--- src/rtl/bounce_generator.sv ---
// Contact-bounce emulator: replays a clean switch level as an LFSR-timed burst
// of toggles, then forces the output to the clean level once the window expires.
module bounce_generator #(
   parameter int unsigned BOUNCE_CYCLES = 1000,
   parameter int unsigned GAP_W         = 4,
   parameter logic [15:0] SEED          = 16'hACE1
) (
   input  logic       clk,
   input  logic       reset,
   input  logic       clean,
   input  logic       en,
   output logic       noisy,
   output logic       busy,
   output logic       done,
   output logic [7:0] bounce_cnt
);

   localparam int unsigned      WIN_W    = $clog2(BOUNCE_CYCLES);
   localparam logic [WIN_W-1:0] WIN_LOAD = WIN_W'(BOUNCE_CYCLES - 1);
   localparam logic [15:0]      TAPS     = 16'hB400;

   typedef enum logic [1:0] {IDLE, BOUNCE, DONE} state_t;

   state_t           state;
   logic             clean_q;
   logic [15:0]      lfsr;
   logic [WIN_W-1:0] win_cnt;
   logic [GAP_W-1:0] gap_cnt;
   logic             edge_seen;
   logic             start;
   logic [7:0]       cnt_inc;

   assign edge_seen = (clean != clean_q);
   // IDLE (with en) and DONE share one entry path into BOUNCE
   assign start     = edge_seen && (((state == IDLE) && en) || (state == DONE));
   assign cnt_inc   = (bounce_cnt == 8'hFF) ? bounce_cnt : bounce_cnt + 8'd1;

   always_ff @(posedge clk or posedge reset) begin
      if (reset) begin
         state      <= IDLE;
         clean_q    <= 1'b0;
         lfsr       <= SEED;
         win_cnt    <= '0;
         gap_cnt    <= '0;
         noisy      <= 1'b0;
         busy       <= 1'b0;
         done       <= 1'b0;
         bounce_cnt <= '0;
      end else begin
         clean_q <= clean;
         lfsr    <= {1'b0, lfsr[15:1]} ^ (lfsr[0] ? TAPS : '0);
         done    <= 1'b0;
         if (start) begin
            state      <= BOUNCE;
            busy       <= 1'b1;
            noisy      <= ~noisy;
            bounce_cnt <= 8'd1;
            win_cnt    <= WIN_LOAD;
            gap_cnt    <= lfsr[GAP_W-1:0];
         end else begin
            unique case (state)
               IDLE: begin
                  noisy <= clean;
               end
               BOUNCE: begin
                  if (!edge_seen && (win_cnt == '0)) begin
                     state <= DONE;
                     busy  <= 1'b0;
                     done  <= 1'b1;
                     noisy <= clean_q;
                  end else begin
                     win_cnt <= edge_seen ? WIN_LOAD : win_cnt - 1'b1;
                     if (gap_cnt == '0) begin
                        noisy      <= ~noisy;
                        bounce_cnt <= cnt_inc;
                        gap_cnt    <= lfsr[GAP_W-1:0];
                     end else begin
                        gap_cnt <= gap_cnt - 1'b1;
                     end
                  end
               end
               DONE: begin
                  state <= IDLE;
                  noisy <= clean;
               end
               default: state <= IDLE;
            endcase
         end
      end
   end

endmodule

--- config.mk ---
export PLATFORM = sky130hd
export DESIGN_NAME = bounce_generator
export DESIGN_NICKNAME = d
export VERILOG_FILES = /design/src/rtl/bounce_generator.sv
export SDC_FILE = /design/constraint.sdc
export NUM_CORES = 1
export LEC_CHECK = 0
export CAP_MARGIN = 0
export CORE_MARGIN = 2
export CORE_UTILIZATION = 32
export CTS_CLUSTER_SIZE = 8
export DETAILED_ROUTE_END_ITERATION = 7
export PLACE_DENSITY = 0.56
export SYNTH_ARGS = -nofsm -noshare
export SYNTH_HDL_FRONTEND = slang
export SYNTH_SLANG_ARGS = --single-unit
--- constraint.sdc ---
create_clock -name clk -period 2.5 [get_ports clk]
set_clock_uncertainty 0.05 [all_clocks]
set_input_delay 0.5 -clock clk [delete_from_list [all_inputs] [get_ports clk]]
set_output_delay 0.5 -clock clk [all_outputs]
set_load 0.02 [all_outputs]
==> impl_metrics.tcl <==
set metrics [dict create \
    outcome "finished clean" \
    syn2layout_area_growth_pct 20.38 \
    drt-total-wl_um 4055 \
    cts_tree "yes" \
    pin_count 15 \
    die_height_um 84.18 \
    post_cts_resized 0 \
    path_class "reg2reg" \
    grt-ovfl-total 0 \
    dp.final_hpwl_um 2819 \
    die-area_um2 7085 \
    finalSetupViolations 0 \
    synth.net_count 198 \
    route.detailed.drc 0 \
    avgSynthCellArea_um2 10.77 \
    initial_core_util_pct 32.77 \
    io_buffers 14 \
    cts_buffer_depth 2 \
    synth_seq_cells 44 \
    crit_fanout 5 \
    diodes 0 \
    peakVddDrop_v 0.0003334 \
    cts_buffers 5 \
    die_w_um 84.18 \
    grt_first_pass_wirelength_um 7017 \
    drive_gt1_share_pct 18.10 \
    layout_common_cells "36 x dfrtp_1, 21 x nor2_1, 17 x nand2_1" \
    cp-end-kind "flop" \
    num-nets-final 227 \
    synthDistinctLibCells 51 \
    min_period_ps 2165 \
    tightestPinTransition_ps 564.2 \
    via_per_inst 5.081 \
    drtIter0Drc 85 \
    wl_per_cell_um 13.61 \
    fin_hold_ws_ps 304.8 \
    rsz0062_at_grt "false" \
    final_common_cell "dfrtp_1" \
    first_pass_iters 5 \
    p_per_area_nw_per_um2 773.5 \
    synth-seq-area-share_pct 54.01 \
    clk_pin_slew_worst_paths_ps 80 \
    hold_path.class "reg2reg" \
    cts.sinks 44 \
    critPathLaunch "gap_cnt[0]$_DFFE_PP0P_" \
    post-cts-setup-buffers 0 \
    core_um2 6277 \
    yosys_warnings 0 \
    grt_usage_pct 12.37 \
    reg2reg_from "gap_cnt[0]$_DFFE_PP0P_" \
    insertion_delay_ps 300 \
    grt_max_degree 45 \
    crit_arrival_ps 2310 \
    num_rows 29 \
    postSynth.asyncResetShare_pct 100.0 \
    clockRootBuffer "clkbuf_8" \
    ant_nets 0 \
    holdBufCountCts 0 \
    max_slew_margin_pct 62.39 \
    hold_viol_final 0 \
    p_leak_nw 1.096 \
    htreeDepth 2 \
    slew_violations 0 \
    min_from "lfsr[4]$_DFF_PP0_" \
    postSynthCellCount 191 \
    grt_pass1_vias 1508 \
    antenna_found_initial 0 \
    fmax_mhz 461.9 \
    fin_setup_tns_ps 0 \
    finalCritPeriodShare_pct 86.60 \
    synth_edf_count 0 \
    cp-start-kind "flop" \
    final_core_util_pct 39.45 \
    dr_total_vias 1514 \
    gp_congestion 0.7374 \
    maxCapViolations 0 \
    netlist_area_um2 2057 \
    hold_depth 0 \
    rr_worst_depth 7 \
    ys.flop_type "dfrtp_1" \
    critPathRequiredTime_ps 2650 \
]
[cell type report]
type | count | area (um^2)
Tap cell | 77 | 96.34
Clock inverter | 1 | 30.03
Multi-Input combinational cell | 133 | 870.8
Inverter | 9 | 33.78
Clock buffer | 7 | 96.34
Fill cell | 614 | 3801
Sequential cell | 44 | 1111
Timing Repair Buffer | 27 | 237.7
[path summary, 6_finish.rpt]
path	slack (ps)	endpoint
hold / removal	300	lfsr[3]$_DFF_PP0_
min in group asynchronous	590	lfsr[14]$_DFF_PP0_
setup / recovery	340	bounce_cnt[5]$_DFFE_PP0P_
setup reg to reg	340	bounce_cnt[5]$_DFFE_PP0P_
max in group asynchronous	1430	noisy$_DFFE_PP0P_
hold reg to reg	300	lfsr[3]$_DFF_PP0_
[cells in the mapped netlist (all sizes together) (5+ instances only)]
cell type  count  area share (%)
nand2         17             3.1
dfrtp         36              44
nand2b         5             1.5
inv            9             1.6
nand3          5             1.2
nor2          21             3.8
nor3           5             1.2
o21ai         17             4.1
dfstp          8              10
a21oi          9             2.2
[where the power goes]
part | leakage [nW] | internal (mW) | total, mW | switching (mW)
clock network | 0.0645 | 0.353 | 0.595 | 0.242
registers | 0.522 | 0.783 | 0.875 | 0.0915
logic | 0.510 | 0.226 | 0.445 | 0.220
[layer usage]
metal / vias to the layer above / part of all wire [%] / GRT usage, %
met5: - / 0 / 0
met4: 0 / 1.1 / 3.519
met3: 6 / 3.5 / 3.835
met2: 17 / 46 / 19.34
met1: 745 / 49 / 16.65
li1: 746 / - / -
[stage by stage]
stage               setup WS, ps  instances  area [um^2]  total power, mW
floorplan                  496.8        191         2057            1.169
global placement           132.1        290         2350            1.333
detailed placement         85.00        290         2350            1.336
CTS                        330.7        298         2476            1.933
global route               233.7        298         2476            2.027
finish                     335.0        298         2476            1.915
[critical path, stage by stage (launching register included)]
cell and delay (ps):
dfrtp_1 400, inv_1 90, ha_1 160, or3b_4 420
a41o_1 280, and4bb_4 370, a31oi_1 90, a41o_1 210
[sequential cells by signal (all words and copies together), names as in the netlist]
register	count
win_cnt	10
lfsr	16
gap_cnt	4
noisy	1
bounce_cnt	8
clean_q	1
state	2
busy	1
done	1
[kinds of logic after synthesis]
logic type	Yosys count	share of synthesized area [%]
xor+xnor	6	3.833
mux	2	0.9733
buf+inv	14	3.649
simple gates	71	19.34
flops	44	54.01
fa+ha+maj	3	1.825
compound gates	51	16.36
(Power assumes the default switching activity.)
